--- config.mk ---
export PLATFORM = sky130hd
export DESIGN_NAME = dmem_arbiter
export DESIGN_NICKNAME = d
export VERILOG_FILES = /design/src/rtl/dmem_arbiter.sv
export SDC_FILE = /design/constraint.sdc
export NUM_CORES = 1
export LEC_CHECK = 0
export CAP_MARGIN = 40
export CORE_MARGIN = 1.5
export CORE_UTILIZATION = 42
export DETAILED_ROUTE_END_ITERATION = 10
export PLACE_DENSITY = 0.8
export SYNTH_ARGS = -nofsm -noshare
export SYNTH_HDL_FRONTEND = slang
export SYNTH_SLANG_ARGS = --single-unit
--- constraint.sdc ---
create_clock -name clk -period 4.44 [get_ports clk]
set_input_delay 0.444 -clock clk [delete_from_list [all_inputs] [get_ports clk]]
set_output_delay 0.444 -clock clk [all_outputs]
set_load 0.05 [all_outputs]
--- src/rtl/dmem_arbiter.sv ---
// Round-robin arbiter that shares one single-port data memory between the
// CPU load/store port (0) and the loader/DMA port (1). Every access walks
// through IDLE -> ACCESS -> DONE and is acknowledged with a one-cycle pulse.
module dmem_arbiter #(
    parameter int DEPTH         = 64,
    parameter int ACCESS_CYCLES = 1
) (
    input  logic        clk,
    input  logic        reset,
    input  logic        req0,
    input  logic        req1,
    input  logic        we0,
    input  logic        we1,
    input  logic [31:0] addr0,
    input  logic [31:0] addr1,
    input  logic [31:0] wdata0,
    input  logic [31:0] wdata1,
    output logic        ack0,
    output logic        ack1,
    output logic [31:0] rdata0,
    output logic [31:0] rdata1,
    output logic        err0,
    output logic        err1,
    output logic        MemRead,
    output logic        MemWrite,
    output logic [31:0] Address,
    output logic [31:0] WriteData,
    input  logic [31:0] ReadData,
    output logic        busy
);

    localparam int CW = (ACCESS_CYCLES > 1) ? $clog2(ACCESS_CYCLES) : 1;

    typedef enum logic [1:0] {
        IDLE,
        ACCESS,
        DONE
    } state_t;

    state_t        state;
    state_t        nextState;
    logic          lastGrant;
    logic          curPort;
    logic          curWe;
    logic [31:0]   curAddr;
    logic [31:0]   curWdata;
    logic [CW-1:0] cnt;
    logic          grantValid;
    logic          grantPort;
    logic          inRange;

    // Addresses are compared in full; upper bits are never masked off
    assign inRange = (curAddr < 32'(DEPTH));

    // State register; reset abandons any access in flight
    always_ff @(posedge clk or posedge reset) begin
        if (reset) begin
            state <= IDLE;
        end else begin
            state <= nextState;
        end
    end

    // Next-state, grant decision and all memory/handshake outputs
    always_comb begin
        nextState  = state;
        grantValid = 1'b0;
        grantPort  = 1'b0;
        MemRead    = 1'b0;
        MemWrite   = 1'b0;
        Address    = '0;
        WriteData  = '0;
        ack0       = 1'b0;
        ack1       = 1'b0;
        err0       = 1'b0;
        err1       = 1'b0;
        busy       = 1'b0;
        case (state)
            IDLE: begin
                grantValid = req0 | req1;
                if (req0 && req1) begin
                    grantPort = ~lastGrant;
                end else begin
                    grantPort = req1;
                end
                if (grantValid) begin
                    nextState = ACCESS;
                end
            end
            ACCESS: begin
                busy      = 1'b1;
                Address   = curAddr;
                WriteData = curWdata;
                if (inRange) begin
                    MemRead  = ~curWe;
                    MemWrite = curWe && (cnt == '0);
                end
                if (cnt == '0) begin
                    nextState = DONE;
                end
            end
            DONE: begin
                busy      = 1'b1;
                ack0      = ~curPort;
                ack1      = curPort;
                err0      = ~curPort & ~inRange;
                err1      = curPort & ~inRange;
                nextState = IDLE;
            end
            default: begin
                nextState = IDLE;
            end
        endcase
    end

    // Request latch, access counter, read-data capture and fairness pointer
    always_ff @(posedge clk or posedge reset) begin
        if (reset) begin
            lastGrant <= 1'b1;
            curPort   <= 1'b0;
            curWe     <= 1'b0;
            curAddr   <= '0;
            curWdata  <= '0;
            cnt       <= '0;
            rdata0    <= '0;
            rdata1    <= '0;
        end else begin
            case (state)
                IDLE: begin
                    if (grantValid) begin
                        curPort  <= grantPort;
                        curWe    <= grantPort ? we1 : we0;
                        curAddr  <= grantPort ? addr1 : addr0;
                        curWdata <= grantPort ? wdata1 : wdata0;
                        cnt      <= CW'(ACCESS_CYCLES - 1);
                    end
                end
                ACCESS: begin
                    if (cnt != '0) begin
                        cnt <= cnt - 1'b1;
                    end else if (!curWe) begin
                        if (curPort) begin
                            rdata1 <= inRange ? ReadData : '0;
                        end else begin
                            rdata0 <= inRange ? ReadData : '0;
                        end
                    end
                end
                DONE: begin
                    lastGrant <= curPort;
                end
                default: begin
                end
            endcase
        end
    end

endmodule
==> results of run 1 <==
[power by group through the flow]
stage	logic (W)	registers, W	clock network, W
after floorplan	0.00199	0.00250	0
after global placement	0.00376	0.00198	0
after detailed placement	0.00384	0.00200	0
after CTS	0.00386	0.00198	0.00162
after global routing	0.00410	0.00204	0.00168
final	0.00384	0.00198	0.00160
[layer usage]
layer,up-vias,global-route usage,share of wire
met1,3097,0.298,0.39
met4,0,0.121,0.033
li1,3055,-,-
met3,50,0.0898,0.087
met5,-,0,0
met2,257,0.444,0.49
[how the worst min path moves through the flow]
| stage | to | slack, ps | cells after the start |
|---|---|---|---|
| global route | rdata0[1] | 400 | 2 |
| floorplan | curAddr[0] | 440 | 2 |
| CTS | rdata1[5] | 380 | 2 |
| detailed placement | rdata1[22] | 460 | 2 |
| global placement | curAddr[1] | 450 | 2 |
| finish | rdata1[5] | 390 | 2 |
[final cells by class]
type | instances | area [µm²]
fill | 1289 | 5200
sequential | 133 | 3330
timing repair buffer | 314 | 3160
multi-input combinational | 485 | 3000
clock buffer | 18 | 439
tap | 216 | 270
clock inverter | 13 | 229
inverter | 37 | 144
[registers in the layout, indices dropped and copies added, names as in the netlist]
register	count
rdata1	32
lastGrant	1
curWdata	32
curAddr	32
curPort	1
curWe	1
rdata0	32
state	2
[stage by stage]
stage,setup slack [ps],power [W],cells,util,cell area [µm²]
after floorplan,443,0.00449,726,-,6740
after global placement,1560,0.00573,1181,0.623,9830
after detailed placement,1530,0.00584,1185,0.628,9900
after CTS,1060,0.00747,1216,0.670,10600
after global routing,968,0.00781,1216,0.670,10600
final,1100,0.00742,1216,0.670,10600
[logic make-up (layout without fill, tap and decap cells)]
kind of cell,Yosys count,after routing,synth area share
compound gates,268,268,0.280
simple gates,213,213,0.153
flops,133,133,0.494
buf+inv,108,382,0.0670
fa+ha+maj,3,3,0.00557
mux,1,1,0.00167
[layout by cell type (no fill, tap or decap), types with 3 or more instances in the layout]
cell type	count
clkdlybuf4s50_1	300
nand2_1	132
dfrtp_1	132
o21ai_0	131
a21oi_1	66
and2_1	64
o41ai_2	38
inv_1	36
o41ai_1	26
clkbuf_16	17
buf_4	10
bufinv_16	6
nor4_2	3
nor4_1	3
clkinv_2	3
==> summary.md, run 1 <==
| Metric | Value |
|---|---|
| Tmin final | `3340 ps` |
| CP max FO | `48` |
| Sequential cell area fraction in the yosys report | `0.494` |
| Placer Congestion | `0.825` |
| DRC marker count from the first detailed-route iteration | `345` |
| Fin crit share | `0.752` |
| Worst path depth | `5` |
| Vias | `6459` |
| EDFF count, synth | `0` |
| Share of the synthesized area in the top cell type | `0.490` |
| Area contributors post-synth | `dfrtp_1, o21ai_0, o41ai_2` |
| Status | `completed` |
| Initial DRT Pass Iterations | `4` |
| First-pass GRT wire length | `33.7 mm` |
| Max-slew violations | `0` |
| Leakage power figure | `4.51 nW` |
| CP startpoint kind | `flip-flop` |
| Clk_lat worst skew | `roughly 420 ps` |
| Critical path data required time | `4000 ps` |
| Crit path DAT | `~2900 ps` |
| Chip height | `130 µm` |
| CP bufs+invs | `3` |
| Detailed placement HPWL | `15.2 mm` |
| Final-report hold violation count | `0` |
| Post-Route WL | `~22 mm` |
| Synth Flop Type | `dfrtp_1` |
| Synth area leader | `dfrtp_1` |
| Max-slew headroom | `0.391` |
| Clock Tree Root | `clkbuf_16` |
| Sw Share | `0.458` |
| VDD IR max | `0.000365 V` |
| RSZ-0062 raised after global routing | `false` |
| ANT nets after route | `0` |
| Top post-synthesis cells by count | `dfrtp_1, nand2_1, o21ai_0, a21oi_1, and2_1` |
| CTS Buf Count | `17` |
| Setup tns final | `0 ps` |
| FF-to-FF Start | `state[1]` |
| Crit end category | `output port` |
| DR WL/cell | `between 15 and 20 µm` |
| Worst R2R Setup Slack | `about 1900 ps` |
| Initial antenna violation count | `0` |
| Clock sink total | `133` |
| Starting density of the core | `0.428` |
| Worst min path class | `primary input to async pin` |
| Sequential Power Share | `0.266` |
| Synthesized Nets | `895` |
| Final net count | `1157` |
| Maximum buffer depth of the clock tree | `2` |
| Largest net degree at the start of global routing | `72` |
| Hold_ws | `slightly below 400 ps` |
| Diodes inserted | `0` |
| Gate power share | `0.518` |
| Clock-pin slew on the worst setup and hold paths | `roughly 60 ps` |
| CP cell instances | `inv_1 > ha_2 > buf_4 > and2_1 > clkdlybuf4s50_1` |
| Port bufs | `300` |
| Mapped Cells | `726` |
| Setup violators final | `0` |
| Die footprint | `16800 µm²` |
| H-tree Lvls | `4` |
| Std-Cell Rows | `46` |
| Yosys reg bits | `133` |
| Max incr delay on CP | `830 ps` |
| Vias in the first global route | `6440` |
| Syn avg cell area | `9.29 µm²` |
| Area delta synth->final | `56.8%` |
| Cts repair resizes | `0` |
| Sw Pwr | `0.00340 W` |
| CTS tree | `yes` |
| Ys async rst share | `1.00` |
| P per Cell Area | `702 nW/µm²` |
| Setup Crit Path Kind | `flip-flop to output port` |
| CP top delay family | `buffers and inverters` |
| Syn. warnings | `0` |
| Post CTS Setup Buffer Count | `0` |
| Die width | `~130 µm` |
| Distinct cells, synth | `32` |
| # DRC | `0` |
| Crit path capture | `WriteData[23]` |
| Max cap viols | `0` |
| Io pins | `~300` |
| Reg-to-reg endpoint | `curAddr[21]` |
| Remaining Overflow, GRT | `0` |
| Crit-path slowest cell | `clkdlybuf4s50_1` |
| GRT Total Usage | `0.262` |
| Synthesized area | `6740 µm²` |
| Worst clock skew | `9.67 ps` |
| Int Power | `between 0.004 and 0.005 W` |
| Via/cell ratio | `~5.3` |
| Core box area | `15800 µm²` |
| # hold bufs at CTS | `0` |
| Layout cell share with drive strength beyond 1 | `0.0980` |
| Critical path origin | `state[1]` |
| Clock Power Share | `0.216` |
| Worst Tran Pin Value | `914 ps` |
| Fmax | `299 MHz` |
| Worst reg2reg path depth | `7` |
Note: power is estimated with default switching activity, not from simulation.
==> run 2, diff against run 1 <==
==> constraint.sdc (replaced) <==
create_clock -name clk -period 3.3 [get_ports clk]
set_input_delay 0.33 -clock clk [delete_from_list [all_inputs] [get_ports clk]]
set_output_delay 0.33 -clock clk [all_outputs]
set_load 0.05 [all_outputs]
==> run 2 against run 1 <==
  * Sequential share of layout area is 0.082 points higher
  * Worst hold slack better by 84 ps
  * Clock power is 18% higher
  * Design area is 0.26% lower
  * Power is 32% higher
  * Sequential cell count stayed put
  * Die area stayed put
  * Combinational power is 35% higher
  * Worst setup slack worse by 850 ps
  * Critical path depth stayed put
  * Register-to-register slack worse by 1100 ps
  * Critical path type unchanged
  * Critical endpoint is now Address[19]
  * Largest cell class unchanged
==> summary.md, run 2 (synthesis gave the netlist of run 1 again) <==
| Metric | Value |
|---|---|
| Status | `completed` |
| Worst R2R Setup Slack | `800 ps (-1130 ps)` |
| CP startpoint kind | `flip-flop` |
| VDD IR max | `0.000644 V (+77%)` |
| Worst Tran Pin Value | `811 ps (-103 ps)` |
| Cts repair resizes | `0 (unchanged)` |
| Vias in the first global route | `6201 (-3.7%)` |
| Io pins | `301 (unchanged)` |
| GRT Total Usage | `0.260 (-0.00207)` |
| Max-slew violations | `0 (unchanged)` |
| P per Cell Area | `927 nW/µm² (+32%)` |
| Worst clock skew | `9.58 ps (-0.0870 ps)` |
| Post-layout util | `0.669 (-0.00175)` |
| DRC marker count from the first detailed-route iteration | `442 (+28%)` |
| CTS tree | `yes` |
| Reg-to-reg endpoint | `rdata1[11]` |
| ANT nets after route | `0 (unchanged)` |
| # DRC | `0 (unchanged)` |
| Clock sink total | `133 (unchanged)` |
| Setup violators final | `0 (unchanged)` |
| Setup tns final | `0 ps (unchanged)` |
| Std-Cell Rows | `46 (unchanged)` |
| Fin crit share | `0.925` |
| Crit-path slowest cell | `clkdlybuf4s50_1` |
| Max-slew headroom | `0.459 (+0.0686)` |
| Remaining Overflow, GRT | `0 (unchanged)` |
| Leakage power figure | `4.48 nW (-0.64%)` |
| Clock-pin slew on the worst setup and hold paths | `60 ps (about the same)` |
| Post CTS Setup Buffer Count | `0 (unchanged)` |
| Commonest non-fill, non-tap cells in the layout | `clkdlybuf4s50_1, nand2_1, dfrtp_1` |
| Port bufs | `300 (unchanged)` |
| Clk_lat worst skew | `420 ps (about the same)` |
| First-pass GRT wire length | `33.5 mm (-0.61%)` |
| Placer Congestion | `0.835 (+1.2%)` |
| Clock Tree Root | `clkbuf_16` |
| Clock Power Share | `0.194 (-0.022)` |
| Gate power share | `0.531 (+0.013)` |
| Worst reg2reg path depth | `4 (-3)` |
| Worst min path class | `flip-flop to flip-flop` |
| Post-place instance area | `9950 µm² (+0.45%)` |
| Layout cell share with drive strength beyond 1 | `0.0999 (+0.00190)` |
| FF-to-FF Start | `curAddr[25]` |
| Sequential Power Share | `0.276 (+0.010)` |
| # hold bufs at CTS | `0 (unchanged)` |
| Die width | `130 µm (unchanged)` |
| Tmin final | `3050 ps` |
| Final worst slack | `247 ps (-854 ps)` |
| Fmax | `roughly 330 MHz` |
| Hold depth | `2` |
| Pre-CTS WS | `673 ps (-859 ps)` |
| Detailed placement HPWL | `15.1 mm (-0.45%)` |
| DR WL/cell | `18.2 µm (-0.69%)` |
| Post-Route WL | `22.1 mm (-0.53%)` |
| Hold_sp | `curAddr[1]` |
| CP max FO | `41 (-15%)` |
| Final net count | `1157 (unchanged)` |
| Max incr delay on CP | `830 ps (about the same)` |
| Core box area | `15800 µm² (unchanged)` |
| Commonest non-fill, non-tap cell in the layout | `clkdlybuf4s50_1` |
| Fin area | `10500 µm² (-0.26%)` |
| Crit path DAT | `2720 ps (-180 ps)` |
| Chip height | `130 µm (unchanged)` |
| Setup Crit Path Kind | `flip-flop to output port` |
| H-tree Lvls | `4 (unchanged)` |
| Initial antenna violation count | `1 (+1)` |
| Vias | `6507 (+0.74%)` |
| Final-report hold violation count | `0 (unchanged)` |
| Critical path data required time | `2970 ps (-1030 ps)` |
| WHS Endpoint | `curAddr[1]` |
| Starting density of the core | `0.428 (unchanged)` |
| Via/cell ratio | `5.34 (+0.58%)` |
| Sw Share | `0.473 (+0.0145)` |
| Fillers | `1279 (-0.78%)` |
| RSZ-0062 raised after global routing | `false` |
| Largest net degree at the start of global routing | `134 (+86%)` |
| Sw Pwr | `0.00462 W (+36%)` |
| Crit end category | `output port` |
| Initial DRT Pass Iterations | `5 (+1)` |
| Area delta synth->final | `56.3%` |
| Maximum buffer depth of the clock tree | `2 (unchanged)` |
| Max cap viols | `0 (unchanged)` |
| Int Power | `0.00515 W (+28%)` |
| CTS Buf Count | `17 (unchanged)` |
| Die footprint | `16800 µm² (unchanged)` |
| CP cell instances | `inv_1 > ha_2 > buf_12 > and2_1 > clkdlybuf4s50_1` |
[run 2: changes by cell type in the layout (fill, tap and decap cells not counted), moves of 2 or more]
cell and delta:
clkinv_4 +3, clkinvlp_4 +3, clkdlybuf4s50_1 -2, buf_12 +6, buf_4 -2, bufinv_16 -4
[run 2: per-stage QoR]
step                std cells  hold slack (ps)  total power [W]
finish                   1218              472          0.00977
floorplan                 726              442          0.00605
CTS                      1217              476          0.00982
detailed placement       1185              461          0.00789
global placement         1185              453          0.00781
global route             1218              488           0.0103
[run 2: power by group through the flow]
stage	combinational, W	sequential [W]	clock [W]
detailed placement	0.00519	0.00271	0
CTS	0.00521	0.00269	0.00192
floorplan	0.00268	0.00336	0
global route	0.00553	0.00278	0.00200
finish	0.00519	0.00270	0.00189
global placement	0.00512	0.00269	0
[run 2: routing by layer]
layer / vias to the layer above / share of wire / track usage
met5: - / 0 / 0
met4: 0 / 0.024 / 0.101
met3: 35 / 0.086 / 0.0722
met2: 288 / 0.50 / 0.432
met1: 3125 / 0.39 / 0.323
li1: 3059 / - / -
[run 2: worst max path at each step]
stage               cells past startpoint  slack (ps)           to        start
floorplan                               4         380         err0     state[0]
global route                            5         120  Address[27]     state[1]
global placement                        4         600         err0  curAddr[19]
detailed placement                      4         670         err0  curAddr[19]
finish                                  5         250  Address[19]     state[1]
CTS                                     5         210         err0  curAddr[20]
[run 2: critical path, delay by kind of cell, from the launching register on]
family        cells  cell delay (ps)
simple gates      1              200
fa+ha+maj         1              520
flops             1              390
buf+inv           3             1170
[run 2: cell type report]
class / instances / area [µm²] / area share
clock inverters: 14 / 154 / 0.0146
inverters: 37 / 143 / 0.0135
diodes: 1 / 2.50 / 0.000237
clock buffers: 18 / 439 / 0.0417
multi-input cells: 485 / 3000 / 0.285
flip-flops and latches: 133 / 3330 / 0.316
repair buffers: 314 / 3200 / 0.304
well taps: 216 / 270 / 0.0256
==> run 3, diff against run 2 <==
--- a/config.mk
+++ b/config.mk
@@ -5,11 +5,12 @@
 export SDC_FILE = /design/constraint.sdc
 export NUM_CORES = 1
 export LEC_CHECK = 0
-export CAP_MARGIN = 40
+export CAP_MARGIN = 30
 export CORE_MARGIN = 1.5
 export CORE_UTILIZATION = 42
 export DETAILED_ROUTE_END_ITERATION = 10
 export PLACE_DENSITY = 0.8
+export SKIP_CTS_REPAIR_TIMING = 1
 export SYNTH_ARGS = -nofsm -noshare
 export SYNTH_HDL_FRONTEND = slang
 export SYNTH_SLANG_ARGS = --single-unit
==> results of run 3 <==
Final layout, timing and power as in run 2 (identical DEF).
